===== config.mk =====
export PLATFORM = sky130hd
export DESIGN_NAME = ascon_serial_loader
export DESIGN_NICKNAME = d
export VERILOG_FILES = /design/src/rtl/ascon_serial_loader.sv
export SDC_FILE = /design/constraint.sdc
export NUM_CORES = 1
export LEC_CHECK = 0
export CORE_MARGIN = 5
export CORE_UTILIZATION = 45
export CTS_BUF_LIST = sky130_fd_sc_hd__clkbuf_4
export DETAILED_ROUTE_END_ITERATION = 10
export MAX_ROUTING_LAYER = met4
export PLACE_DENSITY = 0.78
export SYNTH_ARGS = -nofsm -noshare
export SYNTH_HDL_FRONTEND = slang
export SYNTH_SLANG_ARGS = --single-unit
export TNS_END_PERCENT = 50

===== constraint.sdc =====
create_clock -name clk -period 1.9 [get_ports clk]
set_input_delay 0.38 -clock clk [delete_from_list [all_inputs] [get_ports clk]]
set_output_delay 0.38 -clock clk [all_outputs]
set_load 0.01 [all_outputs]

===== src/rtl/ascon_serial_loader.sv =====
// ascon_serial_loader: deserialises key/nonce/AD/data streams MSB first and issues
// edge-gated single-cycle start pulses to the Ascon core, tracking it until done.
module ascon_serial_loader #(
    parameter int K = 128,
    parameter int N = 128,
    parameter int L = 40,
    parameter int Y = 104,
    localparam int KN = (K > N) ? K : N,
    localparam int LY = (L > Y) ? L : Y,
    localparam int MAX = (KN > LY) ? KN : LY,
    localparam int CW = $clog2(MAX + 1)
) (
    input  logic          clk,
    input  logic          rstb,
    input  logic          shift_en,
    input  logic          key_si,
    input  logic          nonce_si,
    input  logic          ad_si,
    input  logic          data_si,
    input  logic          start_i,
    input  logic          decrypt_i,
    input  logic          clear_i,
    input  logic          core_done_i,
    output logic [K-1:0]  key_o,
    output logic [N-1:0]  nonce_o,
    output logic [L-1:0]  ad_o,
    output logic [Y-1:0]  data_o,
    output logic          decrypt_o,
    output logic          core_start_o,
    output logic          loaded_o,
    output logic          busy_o,
    output logic [CW-1:0] bit_cnt_o
);
    typedef enum logic [1:0] {LOAD, FULL, RUN, DONE} state_t;
    state_t state, state_n;
    logic start_q, start_edge, shift, armed;
    logic start_n, busy_n, loaded_n, decrypt_n;
    logic [CW-1:0] cnt_n;

    assign start_edge = start_i & ~start_q;
    assign shift = (state == LOAD) && shift_en && !clear_i;
    assign armed = (state == FULL) || (state == DONE);

    always_ff @(posedge clk or negedge rstb) begin
        if (!rstb) begin
            state        <= LOAD;
            start_q      <= 1'b0;
            key_o        <= '0;
            nonce_o      <= '0;
            ad_o         <= '0;
            data_o       <= '0;
            decrypt_o    <= 1'b0;
            core_start_o <= 1'b0;
            loaded_o     <= 1'b0;
            busy_o       <= 1'b0;
            bit_cnt_o    <= '0;
        end else begin
            state        <= state_n;
            start_q      <= start_i;
            key_o        <= (shift && bit_cnt_o < CW'(K)) ? {key_o[K-2:0], key_si} : key_o;
            nonce_o      <= (shift && bit_cnt_o < CW'(N)) ? {nonce_o[N-2:0], nonce_si} : nonce_o;
            ad_o         <= (shift && bit_cnt_o < CW'(L)) ? {ad_o[L-2:0], ad_si} : ad_o;
            data_o       <= (shift && bit_cnt_o < CW'(Y)) ? {data_o[Y-2:0], data_si} : data_o;
            decrypt_o    <= decrypt_n;
            core_start_o <= start_n;
            loaded_o     <= loaded_n;
            busy_o       <= busy_n;
            bit_cnt_o    <= cnt_n;
        end
    end

    // done arriving alongside the start pulse belongs to no operation yet
    always_comb begin
        state_n = clear_i ? LOAD :
                  (shift && bit_cnt_o == CW'(MAX - 1)) ? FULL :
                  (armed && start_edge) ? RUN :
                  (state == RUN && core_done_i && !core_start_o) ? DONE : state;
    end

    always_comb begin
        start_n   = armed && start_edge && !clear_i;
        decrypt_n = start_n ? decrypt_i : decrypt_o;
        busy_n    = (state_n == RUN);
        cnt_n     = clear_i ? '0 : shift ? bit_cnt_o + 1'b1 : bit_cnt_o;
        loaded_n  = (cnt_n == CW'(MAX));
    end
endmodule


==> results of run 1 <==
worst register-to-register path: cells and delay by family, from the launching register on:
kind | cells | cell delay (ns)
and+or+nand+nor | 2 | 0.67
DFF | 1 | 0.39
AOI/OAI and AO/OA | 1 | 0.19
muxes | 1 | 0.34
buffers and inverters | 1 | 0.26
state kept, by name, summed over array words and instances, names as in the netlist:
register / count
key_o: 128
core_start_o: 1
decrypt_o: 1
state: 2
busy_o: 1
loaded_o: 1
start_q: 1
ad_o: 40
data_o: 104
bit_cnt_o: 8
nonce_o: 128
how the worst min path moves through the flow:
stage / startpoint / end
6_report: rstb / ad_o[39]
5_1_grt: nonce_si / nonce_o[0]
4_1_cts: rstb / ad_o[6]
3_5_place_dp: rstb / ad_o[28]
3_3_place_gp: rstb / ad_o[28]
2_1_floorplan: rstb / ad_o[0]
cells by family after synthesis:
kind of cell / synth area share [%]
buffers and inverters: 2.29
AND/OR/NAND/NOR: 19.8
XOR/XNOR: 0.280
adder cells (fa/ha/maj): 0.0800
flip-flops: 66.4
AO/OA/AOI/OAI: 0.536
multiplexers: 10.6
stage by stage:
stage | instance area, sq um | hold slack, ns | utilization (%) | cells
6_report | 23100 | 0.120 | 66.9 | 2589
3_3_place_gp | 20700 | 0.309 | 59.9 | 2313
3_5_place_dp | 20700 | 0.312 | 59.9 | 2313
2_1_floorplan | 15700 | 0.0844 | - | 1462
5_1_grt | 23100 | 0.0753 | 66.9 | 2589
4_1_cts | 22400 | 0.0241 | 65.0 | 2568
power groups by stage:
| stage | Sequential (uW) | Clock (uW) | Combinational (uW) |
|---|---|---|---|
| final | 9660 | 7240 | 2430 |
| after global routing | 9720 | 7880 | 2590 |
| after CTS | 9630 | 7410 | 2220 |
| after detailed placement | 9810 | 0 | 2260 |
| after floorplan | 9940 | 0 | 660 |
| after global placement | 9780 | 0 | 2230 |
layer usage:
metal  vias up  routed length, um
met2       528              22800
met3        99               4180
met5         -                  0
met1      6328              17900
met4         0               1530
li1       5877                  -
cell type report:
class                   instances  area, sq um
clock inverters                29          156
fillers                      2528        11400
flip-flops and latches        415        10400
diodes                          2         5.00
multi-input cells             969         5220
clock buffers                 146         1100
well taps                     455          569
repair buffers                570         5610
inverters                       3         11.3
layout by cell type (no fill, tap or decap), types with 4 or more instances in the layout:
| cell type | n |
|---|---|
| buf_6 | 8 |
| clkdlybuf4s15_1 | 192 |
| mux2_4 | 77 |
| buf_4 | 119 |
| clkbuf_2 | 16 |
| clkbuf_16 | 10 |
| clkdlybuf4s50_1 | 9 |
| mux2_2 | 44 |
| dfrtp_1 | 409 |
| clkinv_1 | 21 |
| clkdlybuf4s15_2 | 141 |
| buf_12 | 9 |
| clkbuf_4 | 146 |
| nand2_1 | 770 |
| dfrtp_2 | 6 |
| a21oi_1 | 5 |
| buf_16 | 4 |
| buf_2 | 42 |
| dlygate4sd2_1 | 16 |
| nor2_1 | 9 |
| mux2_1 | 24 |
repair_timing:
action                                  4_1_cts  5_1_grt
buffers inserted                             82        6
endpoints found under the hold margin       415        0
endpoints found under the setup margin      457      360
pin swaps                                     0        1
hold buffers                                  1        0
cloned                                        0       13
resized for setup                           985      177
==> qor.yml, run 1 <==
swShare_pct: 26.6
place_congestion: 0.834
die_y_um: 196
drive_gt1_share_pct: 30.1
wirelength_mm: 46.4
antenna_found_initial: 1
synth_area_sq_um: 15600
clk_pin_slew_worst_paths_ns: 0.07
p_total_uw: 19300
synth-seq-area-share_pct: 66.4
internal_power_uw: 14200
finalSetupTns_ns: -0.673
dp.final_hpwl_mm: 29.2
worst_pin_slew_ns: 0.499
synth-seq-cells: 415
cts_made_buffers: 103
insertion_delay_ns: 0.78
yosysWarnings: 0
synth_cell_types: 40
cp-start-kind: "register"
htree_num_levels: 3
met1_usage_pct: 27.1
grtUsageMet2_pct: 36.1
async_reset_ff_share_pct: 100
synthTopCellsByCount: "nand2_1 (772), dfrtp_1 (415), mux2_2 (84), clkbuf_1 (62), mux2_1 (61)"
seqPwrFrac_pct: 50.0
p_sw_uw: 5140
rsz0062_at_grt: "true"
powerDensity_nw_per_um2: 838
hold_viol_final: 0
final_nets: 2074
io_pins: 423
cp-startpoint: "state[1]"
syn_area_per_cell_sq_um: 10.7
grt_busiest_layer: "met2"
die_w_um: 196
critPathKind: "reg -> reg"
synthCells: 1462
status: "finished with violations"
first_pass_iters: 5
power_frac_comb_pct: 12.6
synthFlopType: "dfrtp_1"
maxCapViolCount: 0
wl_per_cell_um: 17.9
dieArea_sq_um: 38600
start_util_pct: 45.4
p_leak_uw: 0.0126
grt_pass1_vias: 13100
yosysMostFrequentCell: "nand2_1"
reg2reg_from: "state[1]"
drv_slew: 0
grt_usage_pct: 22.8
skew_ns: 0.0454
synth-edff-count: 0
worst-r2r-cell-count: 5
rr_endpoint: "data_o[74]"
ant_nets: 0
drt_iter0_markers: 669
crit_family: "simple AND/OR/NAND/NOR gates"
io_buffer_count: 422
drcViolationCount: 0
grt.overflow.total: 0
numClockSinks: 415
crit_cells: 5
synth_nets: 1474
fin_crit_ns: 1.94
peakVddDrop_mv: 0.589
core_area_sq_um: 34500
rows: 68
cts_root_buf: "clkbuf_4"
cts_tree: "done"
worst_ep_required_time_ns: 2.55
clockBufferDepth: 3
crit_path_top_delay_cell: "or3b_4"
finalSetupViolCount: 48
rrSetupSlack_ns: -0.04
grt_max_degree: 105
path_max_fanout: 17
grt_pass1_wl_mm: 69.0
cp.arrival_ns: 2.60
violations: "setup timing"
pre_cts_slack_ns: -0.539
power_frac_clock_pct: 37.4
timing.final.crit_share_pct: 102
synth_top_area_cell: "dfrtp_1"
fmax_mhz: 515
yosysTopAreaCellShare_pct: 66.4
num_vias: 12800
end_kind: "register"
crit_path_end: "data_o[74]"
fin_ws_ns: -0.0424
syn_to_final_growth_pct: 47.5
synth_top_cells_by_area: "dfrtp_1 (66%), nand2_1 (19%), mux2_2 (6.0%)"
path_buf_inv: 1
hold_class: "in -> async"
slew_headroom_pct: 66.6
viasPerCell: 4.96
grtUsageMet3_pct: 7.28
crit_chain: "or3b_4 -> nor3_4 -> o21ai_4 -> clkbuf_16 -> mux2_1"
max_stage_delay_ns: 0.43
(Power assumes the default switching activity.)
==> inputs of run 2 (changes only) <==
--- a/config.mk
+++ b/config.mk
@@ -9,8 +9,10 @@
 export CORE_UTILIZATION = 45
 export CTS_BUF_LIST = sky130_fd_sc_hd__clkbuf_4
 export DETAILED_ROUTE_END_ITERATION = 10
+export GPL_TIMING_DRIVEN = 0
 export MAX_ROUTING_LAYER = met4
 export PLACE_DENSITY = 0.78
+export SETUP_SLACK_MARGIN = 0.15
 export SYNTH_ARGS = -nofsm -noshare
 export SYNTH_HDL_FRONTEND = slang
 export SYNTH_SLANG_ARGS = --single-unit
==> run 2 against run 1 <==
  * The run still ends with setup timing left
  * Sequential share of layout area fell by 4.9 points
  * Hold slack lost 0.019 ns
  * First-iteration DRC count shrank 24%
  * Count of clock-buffer cells in the layout grew 4
  * Die area is the same
  * Critical endpoint is now nonce_o[74]
  * Global-route usage is 2.8 points higher
  * Non-clock buffer count up 150
  * Sequential cell count unchanged
==> qor.yml, run 2 (synthesis results as in run 1) <==
finalSetupViolCount: 419  # +770%
violations: "setup timing"
ant_nets: 0  # unchanged
final_common_cell: "nand2_1"
io_pins: 423  # unchanged
p_total_uw: 20500  # +5.9%
grt_pass1_wl_mm: 76.9  # +11%
p_leak_uw: 0.0151  # +21%
fin_ws_ns: -0.238  # -0.196 ns
cts_root_buf: "clkbuf_4"
critPathKind: "reg -> reg"
multi_input_area_sq_um: 6200  # +19%
pre_cts_slack_ns: -0.937  # -0.398 ns
final_cell_mix: "nand2_1 (536), dfrtp_1 (408), dlygate4sd2_1 (217)"
cts_tree: "done"
start_util_pct: 45.4  # unchanged
wl_per_cell_um: 19.7  # +9.8%
fin_crit_ns: 2.14  # +0.196 ns
wirelength_mm: 54.2  # +17%
cp-start-kind: "register"
seqCellArea_sq_um: 10400  # about the same
timing.final.crit_share_pct: 113  # +10 points
internal_power_uw: 14700  # +3.9%
clk_pin_slew_worst_paths_ns: 0.07  # about the same
hold_class: "in -> reg"
power_frac_comb_pct: 15.3  # +2.7 points
hold_viol_final: 0  # unchanged
final_util_pct: 75.2  # +8.2 points
syn_to_final_growth_pct: 65.6
drt_iter0_markers: 509  # -24%
grt_max_degree: 126  # +20%
dieArea_sq_um: 38600  # unchanged
die_w_um: 196  # unchanged
powerDensity_nw_per_um2: 790  # -5.7%
place_congestion: 0.821  # -1.6%
worst_ep_required_time_ns: 2.61  # +0.06 ns
die_y_um: 196  # unchanged
maxCapViolCount: 0  # unchanged
skew_ns: 0.0413  # -0.00407 ns
swShare_pct: 28.1  # +1.4 points
clockBufferDepth: 3  # unchanged
rrSetupSlack_ns: -0.24  # -0.20 ns
dp.final_hpwl_mm: 30.2  # +3.2%
fillers: 2185  # -14%
numClockSinks: 415  # unchanged
end_kind: "register"
power_frac_clock_pct: 37.3  # about the same
seqPwrFrac_pct: 47.4  # -2.6 points
grt.overflow.total: 0  # unchanged
grt_pass1_vias: 14100  # +7.2%
place_inst: 2342  # +1.3%
p_sw_uw: 5750  # +12%
final_nets: 2227  # +7.4%
htree_num_levels: 3  # unchanged
finalSetupTns_ns: -45.08  # -44.40 ns
first_pass_iters: 5  # unchanged
insertion_delay_ns: 0.82  # +0.04 ns
rows: 68  # unchanged
cp.arrival_ns: 2.85  # +0.25 ns
reg.largest.list: "key_o (128), nonce_o (128), data_o (104)"
drcViolationCount: 0  # unchanged
worst_pin_slew_ns: 0.652  # +0.153 ns
io_buffer_count: 422  # unchanged
path_max_fanout: 8  # -9
rsz0062_at_grt: "true"
antenna_found_initial: 3  # +2
slew_headroom_pct: 56.5  # -10 points
num_vias: 13800  # +7.5%
cts_made_buffers: 106  # +2.9%
viasPerCell: 5.01  # +1.1%
drv_slew: 0  # unchanged
core_area_sq_um: 34500  # unchanged
drive_gt1_share_pct: 45.6  # +15 points
grt_usage_pct: 25.6  # +2.8 points
status: "finished with violations"
instances_no_fill: 2752  # +6.3%
fmax_mhz: 468  # -9.2%
peakVddDrop_mv: 0.575  # -2.3%
run 2: cell count changes in the layout (fill, tap and decap cells not counted), sizes merged:
cell	change
buf	+207
dlygate4sd3	+1
clkinvlp	+1
diode	+1
clkdlybuf4s15	-332
clkbuf	+77
inv	+1
dlygate4sd2	+201
clkinv	+6
run 2: routing by layer:
layer | GRT usage, % | share of wire [%]
met1 | 30.2 | 38
met2 | 41.5 | 51
met3 | 6.50 | 6.0
met4 | 11.9 | 5.3
met5 | - | 0
run 2: what timing repair did:
| action | CTS | global route |
|---|---|---|
| gates resized for setup | 1380 | 359 |
| hold endpoints to repair | 73 | 0 |
| buffers inserted | 122 | 54 |
| gates cloned | 27 | 16 |
| pin swaps | 331 | 26 |
| endpoints found under the setup margin | 815 | 817 |
| hold buffers | 2 | 0 |
run 2: through the flow:
step                hold WS, ns  instance area, sq um
floorplan                0.0844                 16000
global placement          0.468                 20800
detailed placement        0.397                 20900
CTS                      0.0241                 24500
global route             0.0635                 25900
finish                    0.101                 25900
run 2: final cells by class:
type                    count  area share, %
clock inverters            37          0.744
repair buffers            645           23.8
diodes                      3         0.0290
clock buffers             150           4.35
flip-flops and latches    415           40.1
well taps                 455           2.20
multi-input cells         969           23.9
plain buffers              75           4.75
inverters                   3         0.0435
run 2: worst paths after layout:
| check | start | end | depth (start not counted) |
|---|---|---|---|
| min in group asynchronous | rstb | data_o[44] | 2 |
| worst max-delay path | state[1] | nonce_o[74] | 11 |
| worst min register to register | key_o[127] | key_o[127] | 2 |
| worst max register to register | state[1] | nonce_o[74] | 11 |
| worst min-delay path | nonce_si | nonce_o[0] | 3 |
| max in group asynchronous | rstb | nonce_o[42] | 3 |
run 2: critical path, cell delays in order, from the launching register on:
cell	delay [ns]
dfrtp_1	0.40
or3b_1	0.39
buf_6	0.14
nand2b_4	0.13
buf_8	0.13
buf_6	0.10
buf_6	0.12
clkbuf_16	0.18
buf_12	0.14
clkbuf_16	0.16
nand2_2	0.07
nand2_1	0.05
run 2: power by group through the flow:
stage,registers [uW],clock network (uW),logic [uW]
floorplan,9940,0,698
global placement,9790,0,2240
detailed placement,9810,0,2310
CTS,9630,7670,2660
global route,9750,8300,3300
finish,9710,7640,3130
